`src/rtl/muldiv_unit_if.sv`:
```
// Start/busy/done handshake and operand/result bus between the control unit and muldiv_unit.
interface muldiv_unit_if #(
  parameter int unsigned WIDTH = 16
);
  logic             start;
  logic             op;
  logic [WIDTH-1:0] opA;
  logic [WIDTH-1:0] opB;
  logic             busy;
  logic             done;
  logic [WIDTH-1:0] result_lo;
  logic [WIDTH-1:0] result_hi;
  logic             div_by_zero;

  modport master (
    output start, op, opA, opB,
    input  busy, done, result_lo, result_hi, div_by_zero
  );

  modport slave (
    input  start, op, opA, opB,
    output busy, done, result_lo, result_hi, div_by_zero
  );
endinterface

```
`src/rtl/muldiv_unit.sv`:
```
// Iterative unsigned multiply (shift-add) / divide (restoring) unit, one bit per cycle.
// Divide support is compiled only when MULDIV_DIV_EN is defined; otherwise every op multiplies.
module muldiv_unit #(
  parameter int unsigned WIDTH = 16
) (
  input logic          clk,
  input logic          rst,
  muldiv_unit_if.slave bus
);
  localparam int unsigned CntW = $clog2(WIDTH + 1);

  typedef enum logic [1:0] {StIdle, StRun, StDone} state_e;

  state_e             state_q, state_d;
  logic [CntW-1:0]    cnt_q, cnt_d;
  logic [2*WIDTH-1:0] acc_q, acc_d;
  logic [WIDTH-1:0]   a_q, a_d;
  logic [WIDTH-1:0]   b_q, b_d;
  logic [WIDTH-1:0]   res_lo_q, res_lo_d;
  logic [WIDTH-1:0]   res_hi_q, res_hi_d;
  logic [WIDTH:0]     mul_sum;
  logic [2*WIDTH-1:0] step_next;
`ifdef MULDIV_DIV_EN
  logic               op_q, op_d;
  logic               dz_q, dz_d;
  logic [WIDTH:0]     div_part;
  logic [WIDTH:0]     div_trial;
`endif

  always_ff @(posedge clk) begin
    if (rst) begin
      state_q  <= StIdle;
      cnt_q    <= '0;
      acc_q    <= '0;
      a_q      <= '0;
      b_q      <= '0;
      res_lo_q <= '0;
      res_hi_q <= '0;
`ifdef MULDIV_DIV_EN
      op_q     <= 1'b0;
      dz_q     <= 1'b0;
`endif
    end else begin
      state_q  <= state_d;
      cnt_q    <= cnt_d;
      acc_q    <= acc_d;
      a_q      <= a_d;
      b_q      <= b_d;
      res_lo_q <= res_lo_d;
      res_hi_q <= res_hi_d;
`ifdef MULDIV_DIV_EN
      op_q     <= op_d;
      dz_q     <= dz_d;
`endif
    end
  end

  always_comb begin
    state_d  = state_q;
    cnt_d    = cnt_q;
    acc_d    = acc_q;
    a_d      = a_q;
    b_d      = b_q;
    res_lo_d = res_lo_q;
    res_hi_d = res_hi_q;

    // Shift-add: add multiplicand into the high half, then shift the whole accumulator right.
    mul_sum   = {1'b0, acc_q[2*WIDTH-1:WIDTH]} + {1'b0, (b_q[0] ? a_q : {WIDTH{1'b0}})};
    step_next = {mul_sum, acc_q[WIDTH-1:1]};

`ifdef MULDIV_DIV_EN
    op_d = op_q;
    dz_d = dz_q;
    // Restoring step: acc high = partial remainder, acc low = quotient; dividend bits from a_q MSB.
    div_part  = {acc_q[2*WIDTH-1:WIDTH], a_q[WIDTH-1]};
    div_trial = div_part - {1'b0, b_q};
    if (op_q) begin
      if (!div_trial[WIDTH]) begin
        step_next = {div_trial[WIDTH-1:0], acc_q[WIDTH-2:0], 1'b1};
      end else begin
        step_next = {div_part[WIDTH-1:0], acc_q[WIDTH-2:0], 1'b0};
      end
    end
`endif

    unique case (state_q)
      StIdle: begin
        if (bus.start) begin
          a_d     = bus.opA;
          b_d     = bus.opB;
          cnt_d   = CntW'(WIDTH);
          acc_d   = '0;
          state_d = StRun;
`ifdef MULDIV_DIV_EN
          op_d = bus.op;
          dz_d = 1'b0;
          if (bus.op && (bus.opB == '0)) begin
            state_d  = StDone;
            res_lo_d = '1;
            res_hi_d = bus.opA;
            dz_d     = 1'b1;
          end
`endif
        end
      end
      StRun: begin
        acc_d = step_next;
        cnt_d = cnt_q - CntW'(1);
`ifdef MULDIV_DIV_EN
        if (op_q) begin
          a_d = {a_q[WIDTH-2:0], 1'b0};
        end else begin
          b_d = b_q >> 1;
        end
`else
        b_d = b_q >> 1;
`endif
        if (cnt_q == CntW'(1)) begin
          state_d  = StDone;
          res_lo_d = step_next[WIDTH-1:0];
          res_hi_d = step_next[2*WIDTH-1:WIDTH];
        end
      end
      StDone: begin
        state_d = StIdle;
      end
      default: begin
        state_d = StIdle;
      end
    endcase
  end

  assign bus.busy      = (state_q != StIdle);
  assign bus.done      = (state_q == StDone);
  assign bus.result_lo = res_lo_q;
  assign bus.result_hi = res_hi_q;
`ifdef MULDIV_DIV_EN
  assign bus.div_by_zero = dz_q;
`else
  assign bus.div_by_zero = 1'b0;
`endif
endmodule

```
`src/flat_wrapper.sv`:
```
// flat-port wrapper written by rule: the top's interface ports become plain ports
module muldiv_unit_flat 
#(
  parameter int unsigned WIDTH = 16
)
  (clk, rst, bus_start, bus_op, bus_opA, bus_opB, bus_busy, bus_done, bus_result_lo, bus_result_hi, bus_div_by_zero);
  muldiv_unit_if #(.WIDTH(WIDTH)) bus_i ();
  input logic clk;
  input logic rst;
  input wire logic [$bits(bus_i.start)-1:0] bus_start;
  input wire logic [$bits(bus_i.op)-1:0] bus_op;
  input wire logic [$bits(bus_i.opA)-1:0] bus_opA;
  input wire logic [$bits(bus_i.opB)-1:0] bus_opB;
  output wire logic [$bits(bus_i.busy)-1:0] bus_busy;
  output wire logic [$bits(bus_i.done)-1:0] bus_done;
  output wire logic [$bits(bus_i.result_lo)-1:0] bus_result_lo;
  output wire logic [$bits(bus_i.result_hi)-1:0] bus_result_hi;
  output wire logic [$bits(bus_i.div_by_zero)-1:0] bus_div_by_zero;
  assign bus_i.start = bus_start;
  assign bus_i.op = bus_op;
  assign bus_i.opA = bus_opA;
  assign bus_i.opB = bus_opB;
  assign bus_busy = bus_i.busy;
  assign bus_done = bus_i.done;
  assign bus_result_lo = bus_i.result_lo;
  assign bus_result_hi = bus_i.result_hi;
  assign bus_div_by_zero = bus_i.div_by_zero;
  muldiv_unit #(.WIDTH(WIDTH)) u_core (.clk(clk), .rst(rst), .bus(bus_i));
endmodule
```
`config.mk`:
```
export PLATFORM = sky130hd
export DESIGN_NAME = muldiv_unit_flat
export DESIGN_NICKNAME = d
export VERILOG_FILES = /design/src/rtl/muldiv_unit_if.sv /design/src/rtl/muldiv_unit.sv /design/src/flat_wrapper.sv
export SDC_FILE = /design/constraint.sdc
export NUM_CORES = 1
export LEC_CHECK = 0
export CORE_ASPECT_RATIO = 0.8
export CORE_MARGIN = 3
export CORE_UTILIZATION = 35
export CTS_BUF_LIST = sky130_fd_sc_hd__clkbuf_16
export DETAILED_ROUTE_END_ITERATION = 12
export GPL_TIMING_DRIVEN = 1
export PLACE_DENSITY = 0.61
export REMOVE_ABC_BUFFERS = 1
export SETUP_SLACK_MARGIN = 0.02
export SLEW_MARGIN = 5
export SYNTH_ARGS = -nofsm -noshare
export SYNTH_HDL_FRONTEND = slang
export SYNTH_SLANG_ARGS = --single-unit
```
`constraint.sdc`:
```
create_clock -name clk -period 4.4 [get_ports clk]
set_clock_uncertainty 0.15 [all_clocks]
set_input_delay 0.88 -clock clk [delete_from_list [all_inputs] [get_ports clk]]
set_output_delay 0.88 -clock clk [all_outputs]
set_load 0.03 [all_outputs]
```
==> flow_summary.ini <==
[outcome]
status = finished clean

[detailed_routing]
dr.pass1.iters = 5
wl_per_cell_um = 14.0
drt-vias-per-instance = 5.15
drt_iter0_drc = 268
vias = 4317
drc_errors = 0
antenna_left = 0
totalWireLength_um = 11800

[sta]
slew_headroom_pct = 42.2
layout_min_cycle_time_ns = 3.20
max_freq_ghz = 0.313
grt_setup_unrepaired = no
setup_tns_ns = 0
final_max_slew_viol_count = 0
fin_crit_sh_pct = 72.7
setup_viol = 0
worst_slew_pin_slew_ns = 0.867
hold_violations = 0

[cts]
cts_tree = yes
cts-root-buf = clkbuf_16
path_clk_slew_ns = 0.07
clock-sinks = 102
clk_latency_ns = 0.34
cts_buffer_depth = 2
cts_setup_buffers = 0
cts-buffers-inserted = 9
h-tree-depth = 3
cts_hold_buf = 0
cts_resized = 0

[cells_and_area]
finalNetCount = 714
nFillCells = 1323
final_area_sq_mm = 0.00584
area_growth_pct = 21.6
drive_above_1_share_pct = 4.37
diodes = 0

[die]
coreArea_sq_mm = 0.0131
start_util_pct = 36.5
num_rows = 37
chipWidth_um = 137
num_io_pins = 71
die_y_um = 111
dieArea_sq_mm = 0.0152

[placed_design]
place_area_sq_mm = 0.00558
port_buffers = 68
gp_congestion = 0.918
hpwl_um = 8030

[yosys]
synthArstFlopShare_pct = 0
synth.most_common_cell = nand2_1
synth_cells = 616
ys_types = 58
syn_area_sq_mm = 0.00480
syn_area_per_cell_sq_um = 7.79
synth_edf_count = 0
netlist_top_cells_area = dfxtp_1 (43%), a21oi_1 (9.6%), nand2_1 (8.5%)
ys_ff_latch = 102
synthTopCellsByCount = nand2_1 (109), dfxtp_1 (102), a21oi_1 (92), nor2_1 (69), clkbuf_1 (39)
ys_seq_area_share_pct = 42.5
yosys_warnings = 0
synth-main-ff-cell = dfxtp_1
yosysTopAreaCellShare_pct = 42.5
yosys.area.top_type = dfxtp_1

[critical_path]
worstPathArrival_ns = 3.28
crit_type = flip-flop to flip-flop
worst_setup_path_end_kind = flip-flop
cpPeakStageDelay_ns = 0.47
cp_data_required_time_ns = 4.48
startpoint_type = flip-flop
crit_chain = and2_1 > ha_1 > fa_1 > a21o_1 > a221oi_2 > o21ai_1 > a211oi_2 > a21oi_1 > o31a_1
cp_slowest_cell = dfxtp_1
crit_fanout = 17

[flow_run]
max_cap_viol_count = 0

[pwr]
ir_drop_v = 0.000169
p_per_area_mw_per_mm2 = 330
total_leakage_power_uw = 0.00221

[worst_hold_path]
hp-class = flip-flop to flip-flop

[global_route]
grt_pass1_wl_um = 19800
grt_pass1_vias = 4142
grt_usage_pct = 15.8
antenna_found_initial = 0
overflow = 0
grt_start_max_net_pins = 42
[power by group]
group | leakage, uW | total, uW | internal [uW] | switching [uW]
clock | 0.000137 | 710 | 375 | 335
combinational | 0.00125 | 231 | 93.5 | 138
sequential | 0.000829 | 986 | 958 | 28.1
[final timing paths]
kind                                                    from  slack [ns]  cells past startpoint                                     to
worst max-delay path              u_core.b_q[0]$_SDFFE_PP0P_        1.20                      9  u_core.bus.result_hi[15]$_SDFFE_PP0P_
worst min register to register  u_core.acc_q[1]$_SDFFE_PP0P_        0.30                      2   u_core.bus.result_lo[0]$_SDFFE_PP0P_
worst min-delay path            u_core.acc_q[1]$_SDFFE_PP0P_        0.30                      2   u_core.bus.result_lo[0]$_SDFFE_PP0P_
worst max register to register    u_core.b_q[0]$_SDFFE_PP0P_        1.20                      9  u_core.bus.result_hi[15]$_SDFFE_PP0P_
[logic make-up after synthesis]
logic type / after synthesis / synth area share, %
simple gates: 288 / 27.6
xor+xnor: 10 / 1.82
flops: 102 / 42.5
other cells: 1 / 0.0781
compound gates: 144 / 18.4
buf+inv: 51 / 4.27
mux: 1 / 0.209
fa+ha+maj: 19 / 5.11
[layout by cell type, fill, tap and decap left out, types with 6 or more instances in the layout]
| cell type | netlist | layout |
|---|---|---|
| nand2_1 | 109 | 109 |
| clkbuf_16 | 0 | 9 |
| and2_1 | 20 | 20 |
| a21oi_1 | 92 | 92 |
| nor2_1 | 69 | 68 |
| buf_4 | 1 | 8 |
| xnor2_1 | 8 | 8 |
| nand3_1 | 26 | 26 |
| dfxtp_1 | 102 | 102 |
| ha_1 | 18 | 18 |
| a21o_1 | 6 | 6 |
| clkdlybuf4s50_1 | 0 | 67 |
| a22o_1 | 6 | 6 |
| nor2b_1 | 20 | 20 |
| inv_1 | 7 | 9 |
| nor3_1 | 21 | 21 |
[registers in the layout (all words and copies together), names as in the netlist]
register	flops
u_core.bus.result_hi	16
u_core.acc_q	31
u_core.b_q	16
u_core.a_q	16
u_core.state_q	2
u_core.cnt_q	5
u_core.bus.result_lo	16
[area by class of cell]
type                    instances  area [sq um]  area share [%]
multi-input cells             463          2560            43.8
flip-flops and latches        102          2040            35.0
repair buffers                 76           736            12.6
clock buffers                   9           225            3.86
well taps                     175           219            3.75
clock inverters                 7          33.8           0.579
inverters                       7          26.3           0.450
[through the flow]
step	setup slack (ns)	utilization, %	instances	total power [uW]	hold slack [ns]
after floorplan	1.28	-	572	1130	0.276
after global placement	1.22	42.4	823	1230	0.291
after detailed placement	1.20	42.4	823	1240	0.293
after CTS	1.20	44.4	839	1940	0.302
after global routing	0.963	44.4	839	2020	0.326
final	1.20	44.4	839	1930	0.300
[metal layers]
layer	track usage (%)	wire length [um]	share of wire, %	vias up
met4	4.19	110	0.93	0
met5	0	0	0	-
li1	-	-	-	2194
met2	24.3	5260	45	110
met3	3.36	533	4.5	12
met1	22.5	5870	50	2001
[critical path, delay by kind of cell, from the launching register on]
family                     cells  cell delay [ns]
and+or+nand+nor                1             0.24
DFF                            1             0.47
AOI/OAI and AO/OA              6             1.58
adders and majority gates      2             0.63
Power figures use the tool's default switching activity.
